<file path="src/rtl/accel_job_ctrl.sv">
// DMA job controller: splits a read then a write transfer into burst-aligned commands.
// Optional wait-state watchdog enabled by defining ACCEL_JOB_TIMEOUT_EN.
module accel_job_ctrl #(
    parameter int C_ADDR_WIDTH      = 32,
    parameter int C_BURST_BYTES     = 4096,
    parameter int C_MAX_OUTSTANDING = 4
) (
    input  logic                    I_aclk,
    input  logic                    I_arst,
    input  logic                    I_start,
    input  logic [C_ADDR_WIDTH-1:0] I_ddr_rd_addr,
    input  logic [C_ADDR_WIDTH-1:0] I_ddr_wr_addr,
    input  logic [31:0]             I_in_data_bytes,
    input  logic [31:0]             I_out_data_bytes,
    output logic                    O_ap_start_done,
    output logic                    O_ap_ready,
    output logic                    O_ap_done,
    output logic                    O_rd_cmd_valid,
    input  logic                    I_rd_cmd_ready,
    output logic [C_ADDR_WIDTH-1:0] O_rd_cmd_addr,
    output logic [31:0]             O_rd_cmd_len,
    input  logic                    I_rd_cmd_done,
    output logic                    O_wr_cmd_valid,
    input  logic                    I_wr_cmd_ready,
    output logic [C_ADDR_WIDTH-1:0] O_wr_cmd_addr,
    output logic [31:0]             O_wr_cmd_len,
    input  logic                    I_wr_cmd_done,
    output logic                    O_err
);

    localparam int BB_LOG2 = $clog2(C_BURST_BYTES);
    localparam int OW      = $clog2(C_MAX_OUTSTANDING + 1);

    typedef enum logic [2:0] {IDLE, LOAD, RD_ISSUE, RD_WAIT, WR_ISSUE, WR_WAIT, DONE} state_t;

    // Largest command that fits in rem without crossing the next burst boundary.
    function automatic logic [31:0] cmd_len(input logic [BB_LOG2-1:0] off, input logic [31:0] rem);
        logic [31:0] room;
        room = 32'(C_BURST_BYTES) - {{(32-BB_LOG2){1'b0}}, off};
        return (rem < room) ? rem : room;
    endfunction

    state_t                  state_q, state_d;
    logic [C_ADDR_WIDTH-1:0] rd_addr_q, rd_addr_d, wr_addr_q, wr_addr_d;
    logic [31:0]             rd_rem_q, rd_rem_d, wr_rem_q, wr_rem_d;
    logic [OW-1:0]           out_q, out_d;
    logic                    rd_valid_q, rd_valid_d, wr_valid_q, wr_valid_d;
    logic [C_ADDR_WIDTH-1:0] rd_cmd_addr_q, rd_cmd_addr_d, wr_cmd_addr_q, wr_cmd_addr_d;
    logic [31:0]             rd_cmd_len_q, rd_cmd_len_d, wr_cmd_len_q, wr_cmd_len_d;
    logic                    start_done_q, start_done_d, ap_ready_q, ap_ready_d;
    logic                    ap_done_q, ap_done_d, err_q, err_d;
`ifdef ACCEL_JOB_TIMEOUT_EN
    logic [23:0]             to_cnt_q, to_cnt_d;
`endif

    logic rd_hs, wr_hs, rd_phase, wr_phase, rd_dn, wr_dn, bad_dn;

    always_comb begin
        rd_hs    = rd_valid_q && I_rd_cmd_ready;
        wr_hs    = wr_valid_q && I_wr_cmd_ready;
        rd_phase = (state_q == RD_ISSUE) || (state_q == RD_WAIT);
        wr_phase = (state_q == WR_ISSUE) || (state_q == WR_WAIT);
        rd_dn    = I_rd_cmd_done && rd_phase && (out_q != '0);
        wr_dn    = I_wr_cmd_done && wr_phase && (out_q != '0);
        // A done that matches no outstanding command of the active phase is an error.
        bad_dn   = (I_rd_cmd_done && !rd_dn) || (I_wr_cmd_done && !wr_dn);

        state_d       = state_q;
        rd_addr_d     = rd_addr_q;
        rd_rem_d      = rd_rem_q;
        wr_addr_d     = wr_addr_q;
        wr_rem_d      = wr_rem_q;
        out_d         = out_q + OW'(rd_hs || wr_hs) - OW'(rd_dn || wr_dn);
        rd_valid_d    = rd_valid_q;
        rd_cmd_addr_d = rd_cmd_addr_q;
        rd_cmd_len_d  = rd_cmd_len_q;
        wr_valid_d    = wr_valid_q;
        wr_cmd_addr_d = wr_cmd_addr_q;
        wr_cmd_len_d  = wr_cmd_len_q;
        err_d         = err_q || bad_dn;
`ifdef ACCEL_JOB_TIMEOUT_EN
        to_cnt_d      = '0;
`endif

        if (rd_hs) begin
            rd_addr_d = rd_addr_q + C_ADDR_WIDTH'(rd_cmd_len_q);
            rd_rem_d  = rd_rem_q - rd_cmd_len_q;
        end
        if (wr_hs) begin
            wr_addr_d = wr_addr_q + C_ADDR_WIDTH'(wr_cmd_len_q);
            wr_rem_d  = wr_rem_q - wr_cmd_len_q;
        end

        case (state_q)
            IDLE: if (I_start) state_d = LOAD;
            LOAD: begin
                rd_addr_d = I_ddr_rd_addr;
                rd_rem_d  = I_in_data_bytes;
                wr_addr_d = I_ddr_wr_addr;
                wr_rem_d  = I_out_data_bytes;
                out_d     = '0;
                err_d     = 1'b0;
                if (I_in_data_bytes != 32'd0)       state_d = RD_ISSUE;
                else if (I_out_data_bytes != 32'd0) state_d = WR_ISSUE;
                else                                state_d = DONE;
            end
            RD_ISSUE: if (rd_hs && rd_rem_d == 32'd0) state_d = RD_WAIT;
            RD_WAIT:  if (out_q == '0) state_d = (wr_rem_q != 32'd0) ? WR_ISSUE : DONE;
            WR_ISSUE: if (wr_hs && wr_rem_d == 32'd0) state_d = WR_WAIT;
            WR_WAIT:  if (out_q == '0) state_d = DONE;
            DONE:     state_d = IDLE;
            default:  state_d = IDLE;
        endcase

`ifdef ACCEL_JOB_TIMEOUT_EN
        if (state_q == RD_WAIT || state_q == WR_WAIT) begin
            if (rd_dn || wr_dn) begin
                to_cnt_d = '0;
            end else if (to_cnt_q == 24'hFF_FFFF) begin
                err_d   = 1'b1;
                state_d = DONE;
            end else begin
                to_cnt_d = to_cnt_q + 24'd1;
            end
        end
`endif

        // Commands are built from next-cycle counters so the first one leaves LOAD registered.
        if (!(rd_valid_q && !I_rd_cmd_ready)) begin
            rd_valid_d    = (state_d == RD_ISSUE) && (rd_rem_d != 32'd0) &&
                            (out_d < OW'(C_MAX_OUTSTANDING));
            rd_cmd_addr_d = rd_addr_d;
            rd_cmd_len_d  = cmd_len(rd_addr_d[BB_LOG2-1:0], rd_rem_d);
        end
        if (!(wr_valid_q && !I_wr_cmd_ready)) begin
            wr_valid_d    = (state_d == WR_ISSUE) && (wr_rem_d != 32'd0) &&
                            (out_d < OW'(C_MAX_OUTSTANDING));
            wr_cmd_addr_d = wr_addr_d;
            wr_cmd_len_d  = cmd_len(wr_addr_d[BB_LOG2-1:0], wr_rem_d);
        end

        start_done_d = (state_d == LOAD);
        ap_ready_d   = (state_d == IDLE);
        ap_done_d    = (state_q == DONE);
    end

    always_ff @(posedge I_aclk or posedge I_arst) begin
        if (I_arst) begin
            state_q       <= IDLE;
            rd_addr_q     <= '0;
            rd_rem_q      <= '0;
            wr_addr_q     <= '0;
            wr_rem_q      <= '0;
            out_q         <= '0;
            rd_valid_q    <= 1'b0;
            rd_cmd_addr_q <= '0;
            rd_cmd_len_q  <= '0;
            wr_valid_q    <= 1'b0;
            wr_cmd_addr_q <= '0;
            wr_cmd_len_q  <= '0;
            start_done_q  <= 1'b0;
            ap_ready_q    <= 1'b1;
            ap_done_q     <= 1'b0;
            err_q         <= 1'b0;
`ifdef ACCEL_JOB_TIMEOUT_EN
            to_cnt_q      <= '0;
`endif
        end else begin
            state_q       <= state_d;
            rd_addr_q     <= rd_addr_d;
            rd_rem_q      <= rd_rem_d;
            wr_addr_q     <= wr_addr_d;
            wr_rem_q      <= wr_rem_d;
            out_q         <= out_d;
            rd_valid_q    <= rd_valid_d;
            rd_cmd_addr_q <= rd_cmd_addr_d;
            rd_cmd_len_q  <= rd_cmd_len_d;
            wr_valid_q    <= wr_valid_d;
            wr_cmd_addr_q <= wr_cmd_addr_d;
            wr_cmd_len_q  <= wr_cmd_len_d;
            start_done_q  <= start_done_d;
            ap_ready_q    <= ap_ready_d;
            ap_done_q     <= ap_done_d;
            err_q         <= err_d;
`ifdef ACCEL_JOB_TIMEOUT_EN
            to_cnt_q      <= to_cnt_d;
`endif
        end
    end

    assign O_ap_start_done = start_done_q;
    assign O_ap_ready      = ap_ready_q;
    assign O_ap_done       = ap_done_q;
    assign O_rd_cmd_valid  = rd_valid_q;
    assign O_rd_cmd_addr   = rd_cmd_addr_q;
    assign O_rd_cmd_len    = rd_cmd_len_q;
    assign O_wr_cmd_valid  = wr_valid_q;
    assign O_wr_cmd_addr   = wr_cmd_addr_q;
    assign O_wr_cmd_len    = wr_cmd_len_q;
    assign O_err           = err_q;

endmodule

</file>
<file path="config.mk">
export PLATFORM = sky130hd
export DESIGN_NAME = accel_job_ctrl
export DESIGN_NICKNAME = d
export VERILOG_FILES = /design/src/rtl/accel_job_ctrl.sv
export SDC_FILE = /design/constraint.sdc
export NUM_CORES = 1
export LEC_CHECK = 0
export ABC_AREA = 1
export ABC_CLOCK_PERIOD_IN_PS = 9200
export CORE_ASPECT_RATIO = 0.75
export CORE_MARGIN = 2
export CORE_UTILIZATION = 52
export CTS_CLUSTER_SIZE = 16
export DETAILED_ROUTE_END_ITERATION = 7
export PLACE_DENSITY_LB_ADDON = 0.2
export SLEW_MARGIN = 20
export SYNTH_ARGS = -nofsm -noshare
export SYNTH_HDL_FRONTEND = slang
export SYNTH_SLANG_ARGS = --single-unit
</file>
<file path="constraint.sdc">
create_clock -name I_aclk -period 9.2 [get_ports I_aclk]
set_clock_uncertainty 0.05 [all_clocks]
set_input_delay 1.38 -clock I_aclk [delete_from_list [all_inputs] [get_ports I_aclk]]
set_output_delay 1.38 -clock I_aclk [all_outputs]
set_load 0.05 [all_outputs]
</file>
; ---- Word-level counts from Yosys, hierarchy flattened
; Index checks and enable logic that the tools add are counted.
[op_classes]
magnitude_cmp = 3
n_eq_ne = 9
reduce_logical = 37
add_sub_neg = 8
mux = 21
[ops]
columns = cell, count
row1 = 2-to-1 mux 32 bit, 10
row2 = nonzero test 32 bit, 5
row3 = adder 32 bit, 2
row4 = zero test 32 bit, 2
row5 = less-than comparator 32 bit, 2
row6 = subtractor 32 bit, 2
row7 = "subtractor 13 x 12 -> 14 bit, first input constant", 2
row8 = 2-to-1 mux 3 bit, 7
row9 = case mux 3 bit (6 select lines), 1
row10 = logical AND 1 bit, 16
row11 = "== test 3 bit, second input constant", 4
row12 = "== test 3 x 2 -> 1 bit, second input constant", 3
row13 = zero test 3 bit, 3
row14 = "== test 3 x 1 -> 1 bit, second input constant", 2
row15 = logical OR 1 bit, 6
row16 = zero test 1 bit, 4
row17 = 2-to-1 mux 2 bit, 2
row18 = adder 3 x 1 -> 3 bit, 1
row19 = "less-than comparator 3 bit, second input constant", 1
row20 = nonzero test 3 bit, 1
row21 = subtractor 3 x 1 -> 3 bit, 1
row22 = 2-to-1 mux 1 bit, 1
[word_totals]
in_bits = 135
elab_cells = 94
ff_bits = 268
out_inout_bits = 134

; ---- Logic depth before layout (Yosys ltp)
[logic_depth]
ltp_word = 9
ltp_mapped = 29
ltp_nobuf = 28

; ---- Worst setup path after synthesis
; OpenSTA, ideal clock, no wires.
[synth_path]
kind = input to register
startpoint = in I_rd_cmd_ready
endpoint = reg rd_cmd_len_q[1] (netlist: O_rd_cmd_len[1])
slack_ps = 4918
required_time_ps = 9032
n_path_buf = 2
cell_stages = 22
arrival_ps = 4114
setup_time_ps = 118
cell_sequence = nand2_1 buf_2 o21ai_0 a21oi_2 inv_1 ha_1 inv_1 nor3_2 nand3_1 nor2_2 nand2_1 xor2_1 ha_1 a21oi_1 nor2_1 a211oi_1 a21boi_1 nor2_4 buf_4 nand4_1 nand3_1 nand2_1
[synth_between]
elab_chain_len = 6
elab_cells_between_ends = 10
cone_classes = 1 x add/sub / 1 x order compare / 5 x mux / 3 x reduce/logical
[synth_rtl]
columns = element, line
row1 = from (decl), 19  ; input logic I_rd_cmd_ready,
row2 = logical AND 1 bit (*), 59  ; rd_hs = rd_valid_q && I_rd_cmd_ready;
row3 = 2-to-1 mux 32 bit (*), 85  ; if (rd_hs) begin
row4 = 2-to-1 mux 32 bit (*), 94  ; case (state_q)
row5 = via rd_addr_d[0], 44  ; logic [C_ADDR_WIDTH-1:0] rd_addr_q, rd_addr_d, wr_addr_q, wr_addr_d;
row6 = subtractor 13 x 12 -> 14 bit (*), 39  ; room = 32'(C_BURST_BYTES) - {{(32-BB_LOG2){1'b0}}, off};
row7 = less-than comparator 32 bit, 40  ; return (rem < room) ? rem : room;
row8 = 2-to-1 mux 32 bit (*), 40
row9 = to (signal assigned), 177  ; rd_cmd_len_q <= rd_cmd_len_d;
row10 = to (decl), 49  ; logic [31:0] rd_cmd_len_q, rd_cmd_len_d, wr_cmd_len_q, wr_cmd_len_d;
; The timed path passes the listed nets; every way through them passes the cells marked *.
; A chain may end at the register's enable or synchronous reset.

; ---- Final worst setup path
[layout_path]
startpoint = in I_wr_cmd_ready
endpoint = reg wr_cmd_len_q[4] (netlist: O_wr_cmd_len[4])
[layout_between]
elab_chain_len = 6
elab_cells_between_ends = 10
cone_classes = 1 x add/sub / 1 x order compare / 5 x mux / 3 x reduce/logical
[layout_rtl]
columns = element, line
row1 = from (decl), 24  ; input logic I_wr_cmd_ready,
row2 = logical AND 1 bit, 60  ; wr_hs = wr_valid_q && I_wr_cmd_ready;
row3 = 2-to-1 mux 32 bit, 89  ; if (wr_hs) begin
row4 = 2-to-1 mux 32 bit, 94
row5 = via wr_addr_d[8], 44
row6 = subtractor 13 x 12 -> 14 bit, 39
row7 = less-than comparator 32 bit, 40
row8 = 2-to-1 mux 32 bit, 40
row9 = to (signal assigned), 180  ; wr_cmd_len_q <= wr_cmd_len_d;
row10 = to (decl), 49
; The timed path passes the listed nets, and every way through them passes these cells.

==> impl_metrics.py <==
metrics = {
    "status": {
        "outcome": "finished clean",
    },
    "critical_path": {
        "crit_type": "in2reg",
        "cp_common_cell": "nand2_1",
        "reg2reg_depth": 24,
        "worstPathRequired_ns": 9.67,
        "cpPeakStageDelay_ns": 0.69,
        "path_delay_family": "buffers and inverters",
        "crit_fanout": 71,
        "worstSetupEndpointType": "flip-flop",
        "crit_start": "I_wr_cmd_ready",
        "r2r_slack_ns": 4.13,
        "timing.rr.start": "state_q[2]",
        "path_cells": "clkdlybuf4s50_1 > nand2_2 > buf_4 > inv_2 > buf_4 > nand3_1 > nand2_1 > nand2_1 > nor2_1 > inv_1 > nor2_1 > nand2_1 > nand2_1 > ha_1 > inv_1 > nor3_1 > a211oi_1 > a21boi_1 > nor2_4 > nand3_4 > nand2_1 > nand3_1 > nand2_1",
        "cp_num_buf_inv": 6,
        "critPathSlowestCell": "buf_4",
        "arrival_ns": 6.04,
        "cp-start-kind": "primary input",
        "reg2reg_to": "O_rd_cmd_len[7]",
    },
    "yosys": {
        "synth_top_cell_area_share": 0.2931,
        "syn_area_sq_um": 22790,
        "yosysMostFrequentCell": "nand2_1",
        "syn_area_per_cell_sq_um": 6.437,
        "synth_fp_nets": 3834,
        "yosysTopAreaCell": "dfrtp_1",
        "ys_top_cells_by_count": "nand2_1 (1,180), inv_1 (554), nor2_1 (276)",
        "yosys_warnings": 0,
        "synth_area_leaders": "dfrtp_1 (29%), nand2_1 (19%), inv_1 (9.1%), ha_1 (8.4%), nand3_1 (5.8%)",
        "ys_ff_latch": 268,
        "synth.distinct_cells": 60,
        "synthArstFlopShare": 1.000,
        "synthFlopType": "dfrtp_1",
        "postSynthCellCount": 3541,
        "synth_edf_count": 0,
        "synth_seq_area_share": 0.2943,
    },
    "placement": {
        "place_congestion": 0.9885,
        "io_buffers": 268,
        "post-place-ws_ns": 3.085,
        "dpl.hpwl_microns": 59180,
    },
    "detailed_routing": {
        "first_pass_iters": 5,
        "ant_nets": 0,
        "vias_per_cell": 5.443,
        "drt-initial-drc-count": 2518,
        "drc": 0,
        "vias": 23785,
        "wl_per_cell_microns": 17.64,
        "routed_wirelength_microns": 77100,
    },
    "die": {
        "dieHeight_microns": 185.3,
        "die_x_microns": 245.8,
        "start_util": 0.5267,
        "coreArea_sq_um": 43270,
        "dieArea_sq_um": 45540,
        "ios": 269,
        "num_rows": 66,
    },
    "timing": {
        "min_period_ns": 5.575,
        "finalHoldViolCount": 0,
        "timing.final.crit_share": 0.6059,
        "worstMarginPinSlew_ns": 0.9606,
        "finalMaxSlewViolations": 0,
        "max_freq_mhz": 179.4,
        "fin_tns_setup_ns": 0,
        "maxSlewHeadroom": 0.3596,
        "setup_viol": 0,
        "rsz0062_at_grt": "no",
        "fin_ws_ns": 3.625,
    },
    "clock_tree": {
        "clk_path_buf_depth": 3,
        "clockRootBuffer": "clkbuf_16",
        "h-tree-depth": 1,
        "cts_resized": 0,
        "cts_setup_buffers": 0,
        "postCtsHoldBufs": 0,
        "cts_tree": "built",
        "clock_latency_ns": 0.59,
        "clock_sinks": 268,
        "cts_made_buffers": 29,
        "path_clk_slew_ns": 0.07,
    },
    "power": {
        "ir_drop_mv": 0.3145,
        "leakagePower_nw": 14.12,
        "power_density_nw_per_um2": 416.8,
    },
    "worst_hold_path": {
        "hold_end": "O_rd_cmd_addr[22]",
        "hold_depth": 2,
        "holdCritPathClass": "reg2reg",
        "min_from": "O_rd_cmd_addr[22]",
    },
    "cells_and_area": {
        "drive_gt1_frac": 0.06653,
        "syn_to_final_growth_pct": 17.99,
        "nets": 4058,
    },
    "grt": {
        "overflow": 0,
        "grtUsageTotal": 0.3326,
        "grt_max_degree": 150,
        "grt_pass1_vias": 20960,
        "antenna_found_initial": 6,
        "grt_pass1_wl_microns": 118600,
    },
    "flow_run": {
        "drv_cap": 0,
    },
}
==> area by class of cell <==
type                       count  area, sq um
antenna                        4        10.01
tap                          578        723.2
inverter                     580         2187
clock buffer                  39        843.3
clock inverter                15        155.1
fill                        4171        16380
multi-input combinational   2605        13460
timing repair buffer         281         2805
sequential                   268         6708
==> report_power, final <==
group / switching, W / internal (W) / leakage [nW]
clock: 0.000543 / 0.000702 / 0.475
sequential: 0.000445 / 0.00171 / 3.27
combinational: 0.00528 / 0.00253 / 10.4
total: 0.00627 / 0.00494 / 14.1
==> flip-flops by register name, summed over array words and instances (netlist names), 3 cells and up <==
signal         count
O_rd_cmd_addr     32
O_rd_cmd_len      32
O_wr_cmd_addr     32
O_wr_cmd_len      32
rd_addr_q         32
rd_rem_q          32
wr_addr_q         32
wr_rem_q          32
out_q              3
state_q            3
==> worst register-to-register path: stages, from the launching register on <==
cell and delay, ns:
dfrtp_1 0.41, inv_2 0.14, nand3_4 0.68, buf_12 0.58, nor2_1 0.26, a21oi_2 0.07
inv_1 0.15, ha_1 0.20, inv_1 0.06, nor3_2 0.23, nand3_1 0.17, nor2_2 0.22
nand2_1 0.08, nand2_1 0.07, nand2_1 0.07, ha_1 0.28, nand2_1 0.08, nor2_1 0.05
a211oi_1 0.16, a21boi_1 0.13, nor2_4 0.37, nand3_4 0.24, nand2_1 0.12, nand3_1 0.08
nand2_1 0.09
==> worst max path at each step <==
| stage | end | slack, ns | cells after the start |
|---|---|---|---|
| 6_report | O_wr_cmd_len[4] | 3.63 | 23 |
| 5_1_grt | O_wr_cmd_len[1] | 3.21 | 23 |
| 4_1_cts | O_wr_cmd_len[4] | 3.70 | 23 |
| 3_5_place_dp | O_wr_cmd_len[4] | 3.09 | 23 |
| 3_3_place_gp | O_wr_cmd_len[11] | 3.13 | 23 |
| 2_1_floorplan | O_ap_done | 0.39 | 1 |
==> placed cells by master (no fill, tap or decap), types with 5 or more instances in the layout <==
master           instances
a21boi_0                 5
clkinv_1                 6
a21oi_1                127
a221oi_1                 5
clkdlybuf4s50_1        268
a21o_1                  15
clkbuf_16               29
inv_1                  552
o21ai_1                 19
nor4_1                  28
clkinvlp_4               6
nand3_1                266
nand4_1                 64
nand3b_1                 7
nor2_1                 274
xnor2_1                 11
a21oi_2                  6
xor2_1                  19
o221ai_1                 6
fa_1                     5
clkbuf_8                 8
nor3_1                  22
inv_2                   20
ha_1                   153
nor2_4                  10
o21bai_1                10
o21ai_0                136
or2_2                   60
nand3_2                 17
nand2_2                 26
buf_4                   11
o211ai_1                22
dfrtp_1                267
nor2_2                  25
a31oi_1                 35
nand2_1               1180
o21a_1                  11
==> routing by layer <==
layer,vias up,track usage,part of all wire
met5,-,0,0.00034
met4,4,0.07758,0.022
met3,91,0.06607,0.10
met2,1102,0.4330,0.37
met1,10862,0.5435,0.51
li1,11726,-,-
==> cells by family after synthesis <==
group           count (synthesis)  share of synthesized area
fa+ha+maj                     158                    0.08838
mux                             1                  0.0004392
xor+xnor                       31                    0.01224
compound gates                417                     0.1071
simple gates                 1998                     0.3818
flops                         268                     0.2943
buf+inv                       668                     0.1158
==> through the flow <==
step	cells	cell area, sq um	util	hold WS [ns]	power (W)
2_1_floorplan	3541	22790	-	0.4693	0.007671
3_3_place_gp	4312	25880	0.5982	0.4165	0.009661
3_5_place_dp	4312	25880	0.5982	0.4166	0.009734
4_1_cts	4366	26880	0.6213	0.4313	0.01105
5_1_grt	4370	26890	0.6215	0.4479	0.01217
6_report	4370	26890	0.6215	0.4263	0.01121
Power figures use the tool's default switching activity.
